[src/rtl/el2_dec_trace_port_pkg.sv]
// rtl/el2_dec_trace_port_pkg.sv - trace record type and width shared by the trace port slice
//
// Purpose: defines the packed 72-bit retire/trap record that is carried on the trace port.
// Record layout, MSB first: {ovf, intr, exc, vld, cause[4:0], mtval[31:0], pc[31:1]}

package el2_dec_trace_port_pkg;

  localparam int TRACE_REC_W = 72;

  typedef struct packed {
    logic        ovf;    // one or more records were lost just before this one
    logic        intr;   // interrupt taken
    logic        exc;    // exception taken
    logic        vld;    // instruction retired
    logic [4:0]  cause;
    logic [31:0] mtval;
    logic [31:1] pc;
  } el2_trace_rec_t;

endpackage

[src/rtl/el2_dec_trace_port_if.sv]
// rtl/el2_dec_trace_port_if.sv - valid/ready trace port between the core and the trace encoder
//
// Purpose: bundles the trace record handshake.
// Ports (signals): trace_valid, trace_ready, trace_rec[TRACE_REC_W-1:0]
// Modports: master = record source (core side), slave = record sink (encoder side)

interface el2_dec_trace_port_if;
  import el2_dec_trace_port_pkg::*;

  logic                   trace_valid;
  logic                   trace_ready;
  logic [TRACE_REC_W-1:0] trace_rec;

  modport master (output trace_valid, output trace_rec, input trace_ready);
  modport slave  (input trace_valid, input trace_rec, output trace_ready);

endinterface

[src/rtl/el2_dec_trace_fifo.sv]
// rtl/el2_dec_trace_fifo.sv - generic synchronous FIFO holding pending trace records
//
// Purpose: DEPTH-entry FIFO; the caller never pushes when full unless it pops in the same cycle.
// Ports: clk, rst_l (async active-low), push, pop, wdata[WIDTH], rdata[WIDTH] (head, 0 when
//        empty), full, empty

module el2_dec_trace_fifo #(
  parameter int DEPTH = 4,
  parameter int WIDTH = 72
) (
  input  logic             clk,
  input  logic             rst_l,
  input  logic             push,
  input  logic             pop,
  input  logic [WIDTH-1:0] wdata,
  output logic [WIDTH-1:0] rdata,
  output logic             full,
  output logic             empty
);

  localparam int AW = $clog2(DEPTH);
  localparam int PW = AW + 1;

  logic [WIDTH-1:0] mem [DEPTH];
  logic [PW-1:0]    wr_ptr;
  logic [PW-1:0]    rd_ptr;

  // Extra pointer MSB distinguishes full from empty when the index bits match.
  assign empty = (wr_ptr == rd_ptr);
  assign full  = (wr_ptr[AW] != rd_ptr[AW]) && (wr_ptr[AW-1:0] == rd_ptr[AW-1:0]);

  // Head is read from registered storage only, so nothing flows through from wdata.
  assign rdata = empty ? '0 : mem[rd_ptr[AW-1:0]];

  always_ff @(posedge clk or negedge rst_l) begin
    if (!rst_l) begin
      wr_ptr <= '0;
      rd_ptr <= '0;
    end else begin
      if (push) wr_ptr <= wr_ptr + PW'(1);
      if (pop)  rd_ptr <= rd_ptr + PW'(1);
    end
  end

  // Storage needs no reset: an entry is only visible after it has been written.
  always_ff @(posedge clk) begin
    if (push) mem[wr_ptr[AW-1:0]] <= wdata;
  end

endmodule

[src/rtl/el2_dec_trace_port.sv]
// rtl/el2_dec_trace_port.sv - captures TLU wb1 retire/trap records and serves them on a trace port
//
// Purpose: one record per cycle into a DEPTH-entry FIFO, drained over a valid/ready port;
//          records that arrive while the FIFO is full and not draining are counted as lost.
// Ports: clk, rst_l (async active-low); dec_tlu_i0_valid_wb1, dec_tlu_i0_exc_valid_wb1,
//        dec_tlu_int_valid_wb1, dec_tlu_exc_cause_wb1[5], dec_tlu_mtval_wb1[32], trace_pc_wb1[31];
//        dec_tlu_trace_disable, trace_drop_clr; tp (master: trace_valid/trace_ready/trace_rec);
//        trace_drop_cnt[DROP_W], trace_empty

module el2_dec_trace_port
  import el2_dec_trace_port_pkg::*;
#(
  parameter int DEPTH  = 4,
  parameter int DROP_W = 8
) (
  input  logic                   clk,
  input  logic                   rst_l,
  input  logic                   dec_tlu_i0_valid_wb1,
  input  logic                   dec_tlu_i0_exc_valid_wb1,
  input  logic                   dec_tlu_int_valid_wb1,
  input  logic [4:0]             dec_tlu_exc_cause_wb1,
  input  logic [31:0]            dec_tlu_mtval_wb1,
  input  logic [31:1]            trace_pc_wb1,
  input  logic                   dec_tlu_trace_disable,
  input  logic                   trace_drop_clr,
  el2_dec_trace_port_if.master   tp,
  output logic [DROP_W-1:0]      trace_drop_cnt,
  output logic                   trace_empty
);

  el2_trace_rec_t         rec_in;
  logic [TRACE_REC_W-1:0] rdata;
  logic                   full;
  logic                   empty;
  logic                   push_req;
  logic                   push_acc;
  logic                   pop;
  logic                   drop;
  logic                   drop_pending;

  assign push_req = !dec_tlu_trace_disable &
                    (dec_tlu_i0_valid_wb1 | dec_tlu_i0_exc_valid_wb1 | dec_tlu_int_valid_wb1);
  assign pop      = tp.trace_valid & tp.trace_ready;
  // A pop frees the slot this same cycle, so a full FIFO can still take a record.
  assign push_acc = push_req & (!full | pop);
  assign drop     = push_req & full & !pop;

  always_comb begin
    rec_in       = '0;
    rec_in.ovf   = drop_pending;
    rec_in.intr  = dec_tlu_int_valid_wb1;
    rec_in.exc   = dec_tlu_i0_exc_valid_wb1;
    rec_in.vld   = dec_tlu_i0_valid_wb1;
    rec_in.cause = dec_tlu_exc_cause_wb1;
    rec_in.mtval = dec_tlu_mtval_wb1;
    rec_in.pc    = trace_pc_wb1;
  end

  el2_dec_trace_fifo #(
    .DEPTH (DEPTH),
    .WIDTH (TRACE_REC_W)
  ) u_fifo (
    .clk   (clk),
    .rst_l (rst_l),
    .push  (push_acc),
    .pop   (pop),
    .wdata (rec_in),
    .rdata (rdata),
    .full  (full),
    .empty (empty)
  );

  assign tp.trace_valid = !empty;
  assign tp.trace_rec   = rdata;
  assign trace_empty    = empty;

  // drop_pending marks the next accepted record so the encoder sees the gap.
  always_ff @(posedge clk or negedge rst_l) begin
    if (!rst_l) begin
      drop_pending   <= 1'b0;
      trace_drop_cnt <= '0;
    end else begin
      if (push_acc)  drop_pending <= 1'b0;
      else if (drop) drop_pending <= 1'b1;

      if (trace_drop_clr)
        trace_drop_cnt <= drop ? DROP_W'(1) : '0;
      else if (drop && (trace_drop_cnt != {DROP_W{1'b1}}))
        trace_drop_cnt <= trace_drop_cnt + DROP_W'(1);
    end
  end

endmodule
[src/flat_wrapper.sv]
// flat-port wrapper written by rule: the top's interface ports become plain ports
module el2_dec_trace_port_flat import el2_dec_trace_port_pkg::*;
#(
  parameter int DEPTH  = 4,
  parameter int DROP_W = 8
)
  (clk, rst_l, dec_tlu_i0_valid_wb1, dec_tlu_i0_exc_valid_wb1, dec_tlu_int_valid_wb1, dec_tlu_exc_cause_wb1, dec_tlu_mtval_wb1, trace_pc_wb1, dec_tlu_trace_disable, trace_drop_clr, trace_drop_cnt, trace_empty, tp_trace_valid, tp_trace_rec, tp_trace_ready);
  el2_dec_trace_port_if tp_i ();
  input  logic clk;
  input  logic rst_l;
  input  logic dec_tlu_i0_valid_wb1;
  input  logic dec_tlu_i0_exc_valid_wb1;
  input  logic dec_tlu_int_valid_wb1;
  input  logic [4:0] dec_tlu_exc_cause_wb1;
  input  logic [31:0] dec_tlu_mtval_wb1;
  input  logic [31:1] trace_pc_wb1;
  input  logic dec_tlu_trace_disable;
  input  logic trace_drop_clr;
  output logic [DROP_W-1:0] trace_drop_cnt;
  output logic trace_empty;
  output wire logic [$bits(tp_i.trace_valid)-1:0] tp_trace_valid;
  output wire logic [$bits(tp_i.trace_rec)-1:0] tp_trace_rec;
  input wire logic [$bits(tp_i.trace_ready)-1:0] tp_trace_ready;
  assign tp_trace_valid = tp_i.trace_valid;
  assign tp_trace_rec = tp_i.trace_rec;
  assign tp_i.trace_ready = tp_trace_ready;
  el2_dec_trace_port #(.DEPTH(DEPTH), .DROP_W(DROP_W)) u_core (.clk(clk), .rst_l(rst_l), .dec_tlu_i0_valid_wb1(dec_tlu_i0_valid_wb1), .dec_tlu_i0_exc_valid_wb1(dec_tlu_i0_exc_valid_wb1), .dec_tlu_int_valid_wb1(dec_tlu_int_valid_wb1), .dec_tlu_exc_cause_wb1(dec_tlu_exc_cause_wb1), .dec_tlu_mtval_wb1(dec_tlu_mtval_wb1), .trace_pc_wb1(trace_pc_wb1), .dec_tlu_trace_disable(dec_tlu_trace_disable), .trace_drop_clr(trace_drop_clr), .tp(tp_i), .trace_drop_cnt(trace_drop_cnt), .trace_empty(trace_empty));
endmodule
[config.mk]
export PLATFORM = sky130hd
export DESIGN_NAME = el2_dec_trace_port_flat
export DESIGN_NICKNAME = d
export VERILOG_FILES = /design/src/rtl/el2_dec_trace_port_pkg.sv /design/src/rtl/el2_dec_trace_port_if.sv /design/src/rtl/el2_dec_trace_fifo.sv /design/src/rtl/el2_dec_trace_port.sv /design/src/flat_wrapper.sv
export SDC_FILE = /design/constraint.sdc
export NUM_CORES = 1
export LEC_CHECK = 0
export BUFFER_PORTS_ARGS = -buffer_cell sky130_fd_sc_hd__clkbuf_2
export CAP_MARGIN = 20
export CORE_MARGIN = 4
export CORE_UTILIZATION = 62
export CTS_CLUSTER_DIAMETER = 120
export CTS_CLUSTER_SIZE = 12
export DETAILED_ROUTE_END_ITERATION = 16
export PLACE_DENSITY = 0.95
export SLEW_MARGIN = 0
export SYNTH_ARGS = -nofsm -noshare
export SYNTH_HDL_FRONTEND = slang
export SYNTH_SLANG_ARGS = --single-unit
[constraint.sdc]
create_clock -name clk -period 5.01 [get_ports clk]
set_input_delay 0.501 -clock clk [delete_from_list [all_inputs] [get_ports clk]]
set_output_delay 0.501 -clock clk [all_outputs]
set_load 0.02 [all_outputs]
==> out/qor.csv, run 1 <==
metric,value,unit
critPathKind,flop to output port,
fmax,270,MHz
status,"finished, final reports clean",
required,4.51,ns
port_buffers,157,
detail_route.wl_per_cell,23.5,µm
synth_seq_cells,303,
r2r_setup_slack,2.07,ns
die_x,145,µm
drt_wl_total,22600,µm
grt_use_total,21.1,%
rows,49,
antenna_found_initial,2,
fp.coreArea,18300,µm²
hold_viol,0,
pin_count,158,
finalMaxSlewViolations,0,
cts_tree,yes,
syn_inst,543,
syn_nets,625,
die_y,145,µm
synth_warnings,0,
viasPerCell,6.02,
syn_area,11700,µm²
total_power,8.83,mW
dr.first_iter.drc_count,431,
grt_overflow_total,0,
rsz0062_at_grt,false,
grt_max_degree,75,
period_share,73.9,%
area_growth,16.5,%
cap_violations,0,
clock_skew,0.0141,ns
drc,0,
synth_top_area_cell,edfxtp_1,
cp-start-kind,flop,
clockBufferDepth,3,
grt_pass1_wl,35000,µm
finalSetupTns,0,ns
min_period,3.70,ns
clock_sinks,303,
synth_cell_types,33,
cts_inserted_buffers,29,
dieArea,21100,µm²
worst_pin_slew,1.09,ns
vdd.ir_drop.worst,375,µV
gp_congestion,0.782,
p_leak,4.76,nW
yosysTopAreaCellShare,73.9,%
cp_max_fo,43,
clock_latency,0.52,ns
drtAntennaViolNets,0,
seq_area,9030,µm²
nFillCells,997,
setup_violations,0,
cp-end-kind,output port,
grt_pass1_vias,6126,
initial_core_util,64.1,%
seq_area_frac_synth,77.1,%
vias,5795,
avgSynthCellArea,21.6,µm²
multi_input_area,2580,µm²
clk_pin_slew_worst_paths,0.06,ns
dp_hpwl,12900,µm
hp-class,input port to flop,
p_per_area,647,nW/µm²
clockRootBuffer,clkbuf_16,
cts_resized,0,
drt_first_pass_iters,4,
cp_data_arrival_time,3.20,ns
htreeDepth,1,
nNetsFinal,794,
drive_above_1_share,37.9,%
slew_headroom,27.5,%
synth_area_leaders,"edfxtp_1 74%, mux4_2 14%, and2_1 3.9%",
[flip-flops by register name, indices dropped and copies added, names as in the netlist]
register               cells
u_core.u_fifo.mem        288
u_core.trace_drop_cnt      8
u_core.u_fifo.rd_ptr       3
u_core.u_fifo.wr_ptr       3
u_core.drop_pending        1
[synthesized netlist by cell type]
master and count:
edfxtp_1 288, and2_1 73, mux4_2 72, clkbuf_1 19
dfrtp_1 15, buf_2 7, a21oi_1 6, ha_1 6
nand3_1 6, and3_1 5, nor2_1 5, inv_1 4
xor2_1 4, mux2_2 3, nor3_1 3, o31ai_1 3
or4_1 3, xnor2_1 3, a211oi_1 2, nor2b_1 2
o21ai_0 2, a211o_1 1, a21bo_2 1, a311o_1 1
and4_1 1, nand2_1 1, nand2b_1 1, nand3b_1 1
nand4_1 1, nand4b_1 1, nor4b_2 1, or3_1 1
or4b_4 1
[layout make-up]
type / instances / share of cell area, %
Sequential cell: 303 / 66.2
Antenna cell: 1 / 0.0183
Clock buffer: 51 / 5.93
Multi-Input combinational cell: 210 / 18.9
Clock inverter: 1 / 0.0826
Timing Repair Buffer: 164 / 6.61
Tap cell: 229 / 2.10
Inverter: 4 / 0.110
[critical path, cell delays in order (launching register included)]
cell and delay, ns:
dfrtp_4 0.87, xor2_1 0.23, or3_2 0.81, buf_4 0.39, and2_1 0.19, clkbuf_2 0.15
[report_power, final]
group / total [mW] / switching (mW) / internal, mW
clock network: 1.92 / 0.839 / 1.08
registers: 3.50 / 0.206 / 3.29
logic: 3.41 / 2.01 / 1.39
total: 8.83 / 3.06 / 5.77
[cells by family (layout without fill, tap and decap cells)]
| kind of cell | Yosys count | count (layout) | share of synthesized area (%) |
|---|---|---|---|
| flops | 303 | 303 | 77.1 |
| simple gates | 106 | 106 | 5.66 |
| mux | 75 | 75 | 14.1 |
| buf+inv | 30 | 220 | 1.04 |
| compound gates | 16 | 16 | 0.908 |
| xor+xnor | 7 | 7 | 0.524 |
| fa+ha+maj | 6 | 6 | 0.641 |
| other cells | 0 | 1 | 0 |
[per-layer routing]
metal	GRT usage [%]	vias to the layer above	routed length, µm
li1	-	2545	-
met1	29.0	2998	8840
met2	35.1	211	11900
met3	4.39	39	1360
met4	6.32	2	532
met5	0	-	13
[path summary, 6_finish.rpt]
kind | startpoint | end | cells past startpoint
setup / recovery | u_core.u_fifo.rd_ptr[0]$_DFFE_PN0P_ | tp_trace_rec[61] | 5
setup reg to reg | u_core.u_fifo.rd_ptr[0]$_DFFE_PN0P_ | u_core.u_fifo.rd_ptr[1]$_DFFE_PN0P_ | 5
max in group asynchronous | rst_l | u_core.u_fifo.rd_ptr[0]$_DFFE_PN0P_ | 2
min in group asynchronous | rst_l | u_core.trace_drop_cnt[2]$_DFFE_PN0P_ | 2
hold / removal | trace_pc_wb1[18] | u_core.u_fifo.mem[3][17]$_DFFE_PP_ | 1
hold reg to reg | u_core.u_fifo.wr_ptr[2]$_DFFE_PN0P_ | u_core.u_fifo.wr_ptr[2]$_DFFE_PN0P_ | 1
[through the flow]
step | hold WS (ns) | cells | utilization [%] | cell area (µm²) | setup WS, ns
2_1_floorplan | 0.205 | 543 | - | 11700 | 1.73
3_3_place_gp | 0.424 | 906 | 69.6 | 12700 | 1.82
3_5_place_dp | 0.441 | 906 | 69.6 | 12700 | 1.79
4_1_cts | 0.176 | 959 | 74.2 | 13600 | 1.22
5_1_grt | 0.176 | 963 | 74.6 | 13600 | 1.06
6_report | 0.188 | 963 | 74.6 | 13600 | 1.31
[cell usage in the layout, fill, tap and decap left out, drive strengths merged, types with 2 or more instances in the layout]
master	netlist	final
mux4	72	72
o31ai	3	3
xnor2	3	3
buf	7	6
inv	4	5
o21ai	2	2
nor2	5	5
nor2b	2	2
clkbuf	19	208
ha	6	6
a211oi	2	2
nor3	3	3
a21oi	6	6
mux2	3	3
nand3	6	6
and3	5	5
and2	73	73
edfxtp	288	288
xor2	4	4
or4	3	3
dfrtp	15	15
[repair_timing]
action / 4_1_cts / 5_1_grt
buffers inserted: 0 / 0
hold buffers: 1 / 0
endpoints found under the hold margin: 15 / 0
Note: power is estimated with default switching activity, not from simulation.
==> inputs of run 2 (changes only) <==
--- a/config.mk
+++ b/config.mk
@@ -8,11 +8,11 @@
 export BUFFER_PORTS_ARGS = -buffer_cell sky130_fd_sc_hd__clkbuf_2
 export CAP_MARGIN = 20
 export CORE_MARGIN = 4
-export CORE_UTILIZATION = 62
+export CORE_UTILIZATION = 57
 export CTS_CLUSTER_DIAMETER = 120
 export CTS_CLUSTER_SIZE = 12
 export DETAILED_ROUTE_END_ITERATION = 16
-export PLACE_DENSITY = 0.95
+export PLACE_DENSITY = 0.89
 export SLEW_MARGIN = 0
 export SYNTH_ARGS = -nofsm -noshare
 export SYNTH_HDL_FRONTEND = slang
==> constraint.sdc (replaced) <==
create_clock -name clk -period 3.5 [get_ports clk]
set_input_delay 0.35 -clock clk [delete_from_list [all_inputs] [get_ports clk]]
set_output_delay 0.35 -clock clk [all_outputs]
set_load 0.02 [all_outputs]
==> run 2 against run 1 <==
- non-clock buffer count unchanged
- clock power increased by 40%
- critical path type unchanged
- first-iteration DRC count decreased by 11%
- combinational power increased by 46%
- largest cell class unchanged
- utilization decreased by 7.2 points
- final cell count increased by 3.0%
==> out/qor.csv, run 2 (synthesized netlist as in run 1, its figures left out) <==
metric,value,unit
hold_viol,0,
htreeDepth,1,
clock_skew,0.0102,ns
dieArea,22900,µm²
cp-start-kind,flop,
dp_hpwl,13400,µm
fmax,330,MHz
crit_path_max_incr_delay,0.81,ns
cts_resized,0,
r2r_setup_slack,1.04,ns
drt_first_pass_iters,5,
final_cell_mix,"288 x edfxtp_1, 157 x clkbuf_2, 73 x and2_1, 72 x mux4_2, 29 x clkbuf_16",
r2r-start,u_core.u_fifo.rd_ptr[1]$_DFFE_PN0P_,
gp_congestion,0.736,
cp_data_arrival_time,2.68,ns
setup_violations,0,
viasPerCell,5.77,
clockBufferDepth,3,
whs_path_depth,1,
cp_max_fo,42,
r2r_end,u_core.u_fifo.mem[3][5]$_DFFE_PP_,
worstHoldEndpoint,u_core.u_fifo.mem[0][63]$_DFFE_PP_,
antenna_cells,0,
area_growth,16.7,%
finalMaxSlewViolations,0,
worstPathCellList,xor2_1 > or3_2 > buf_16 > and2_1 > clkbuf_2,
slew_headroom,27.1,%
clockRootBuffer,clkbuf_16,
p_leak,4.76,nW
die_x,151,µm
clock_latency,0.53,ns
whs,0.0319,ns
port_buffers,157,
hp-class,input port to flop,
drt_wl_total,22800,µm
min_from,dec_tlu_exc_cause_wb1[0],
drc,0,
rsz0062_at_grt,false,
rows,52,
cts_tree,yes,
antenna_found_initial,3,
p_per_area,922,nW/µm²
worst_pin_slew,1.09,ns
grt_overflow_total,0,
nNetsFinal,794,
initial_core_util,57.9,%
drtAntennaViolNets,0,
fp.coreArea,20200,µm²
finalSetupTns,0,ns
required,3.15,ns
crit_slowest_cell,or3_2,
min_period,3.03,ns
grt_use_total,20.4,%
die_y,151,µm
cts_inserted_buffers,29,
critPathKind,flop to output port,
final_common_cell,edfxtp_1,
cap_violations,0,
clk_pin_slew_worst_paths,0.06,ns
pin_count,158,
vdd.ir_drop.worst,559,µV
grt_pass1_wl,35100,µm
cp-end-kind,output port,
status,"finished, final reports clean",
drive_above_1_share,38.5,%
largest_register_ffs,288,
grt_pass1_vias,6242,
detail_route.wl_per_cell,23.0,µm
period_share,86.7,%
grt_max_degree,77,
dr.first_iter.drc_count,383,
vias,5725,
clock_sinks,303,
rr_worst_depth,3,
-- run 2: changes by cell type in the layout (fill, tap and decap cells not counted) --
cell,delta
buf_12,+4
buf_4,-2
clkbuf_1,-11
buf_16,-2
diode_2,-1
-- run 2: layer usage --
| layer | part of all wire [%] | GRT usage, % | vias to the layer above |
|---|---|---|---|
| met5 | 0.15 | 0 | - |
| met4 | 3.0 | 6.39 | 6 |
| met3 | 6.6 | 4.04 | 52 |
| met2 | 52 | 34.6 | 212 |
| met1 | 39 | 27.0 | 2920 |
| li1 | - | - | 2535 |
-- run 2: through the flow --
step	std cells	area, µm²	power [mW]	util [%]	setup slack [ns]
6_report	992	13700	12.6	67.5	0.466
4_1_cts	991	13600	12.7	67.4	0.299
2_1_floorplan	543	11700	8.39	-	0.221
3_5_place_dp	949	12800	9.97	63.5	0.889
3_3_place_gp	949	12800	9.86	63.5	0.953
5_1_grt	992	13700	13.3	67.5	0.359
-- run 2: layout make-up --
| type | instances | area [µm²] |
|---|---|---|
| well taps | 270 | 338 |
| inverters | 4 | 15.0 |
| multi-input cells | 210 | 2580 |
| clock buffers | 40 | 767 |
| flip-flops and latches | 303 | 9030 |
| clock inverters | 1 | 11.3 |
| fillers | 1301 | 6580 |
| repair buffers | 164 | 911 |
-- run 2: worst max-delay path by stage --
stage	start	endpoint	slack, ns	cells after the start
floorplan	u_core.u_fifo.rd_ptr[0]$_DFFE_PN0P_	u_core.u_fifo.mem[3][0]$_DFFE_PP_	0.22	4
global placement	u_core.u_fifo.rd_ptr[0]$_DFFE_PN0P_	tp_trace_rec[71]	0.95	4
detailed placement	u_core.u_fifo.rd_ptr[1]$_DFFE_PN0P_	tp_trace_rec[71]	0.89	4
CTS	u_core.u_fifo.rd_ptr[1]$_DFFE_PN0P_	tp_trace_rec[71]	0.30	4
global route	u_core.u_fifo.rd_ptr[0]$_DFFE_PN0P_	tp_trace_rec[71]	0.36	5
finish	u_core.u_fifo.rd_ptr[0]$_DFFE_PN0P_	tp_trace_rec[71]	0.47	5
-- run 2: what timing repair did --
| item | 4_1_cts | 5_1_grt |
|---|---|---|
| buffers inserted | 0 | 0 |
| endpoints found under the hold margin | 15 | 0 |
| hold buffers | 1 | 0 |
-- run 2: power breakdown --
group / switching [mW] / internal, mW / total (mW)
logic: 2.96 / 2.04 / 4.99
clock network: 1.19 / 1.50 / 2.69
registers: 0.186 / 4.71 / 4.90
total: 4.33 / 8.25 / 12.6
-- run 2: worst max-delay path: cells and delay by family (launching register included) --
kind                   cells  cell delay (ns)
AND/OR/NAND/NOR            2             0.99
flip-flops                 1             0.49
buffers and inverters      2             0.45
XOR/XNOR                   1             0.20
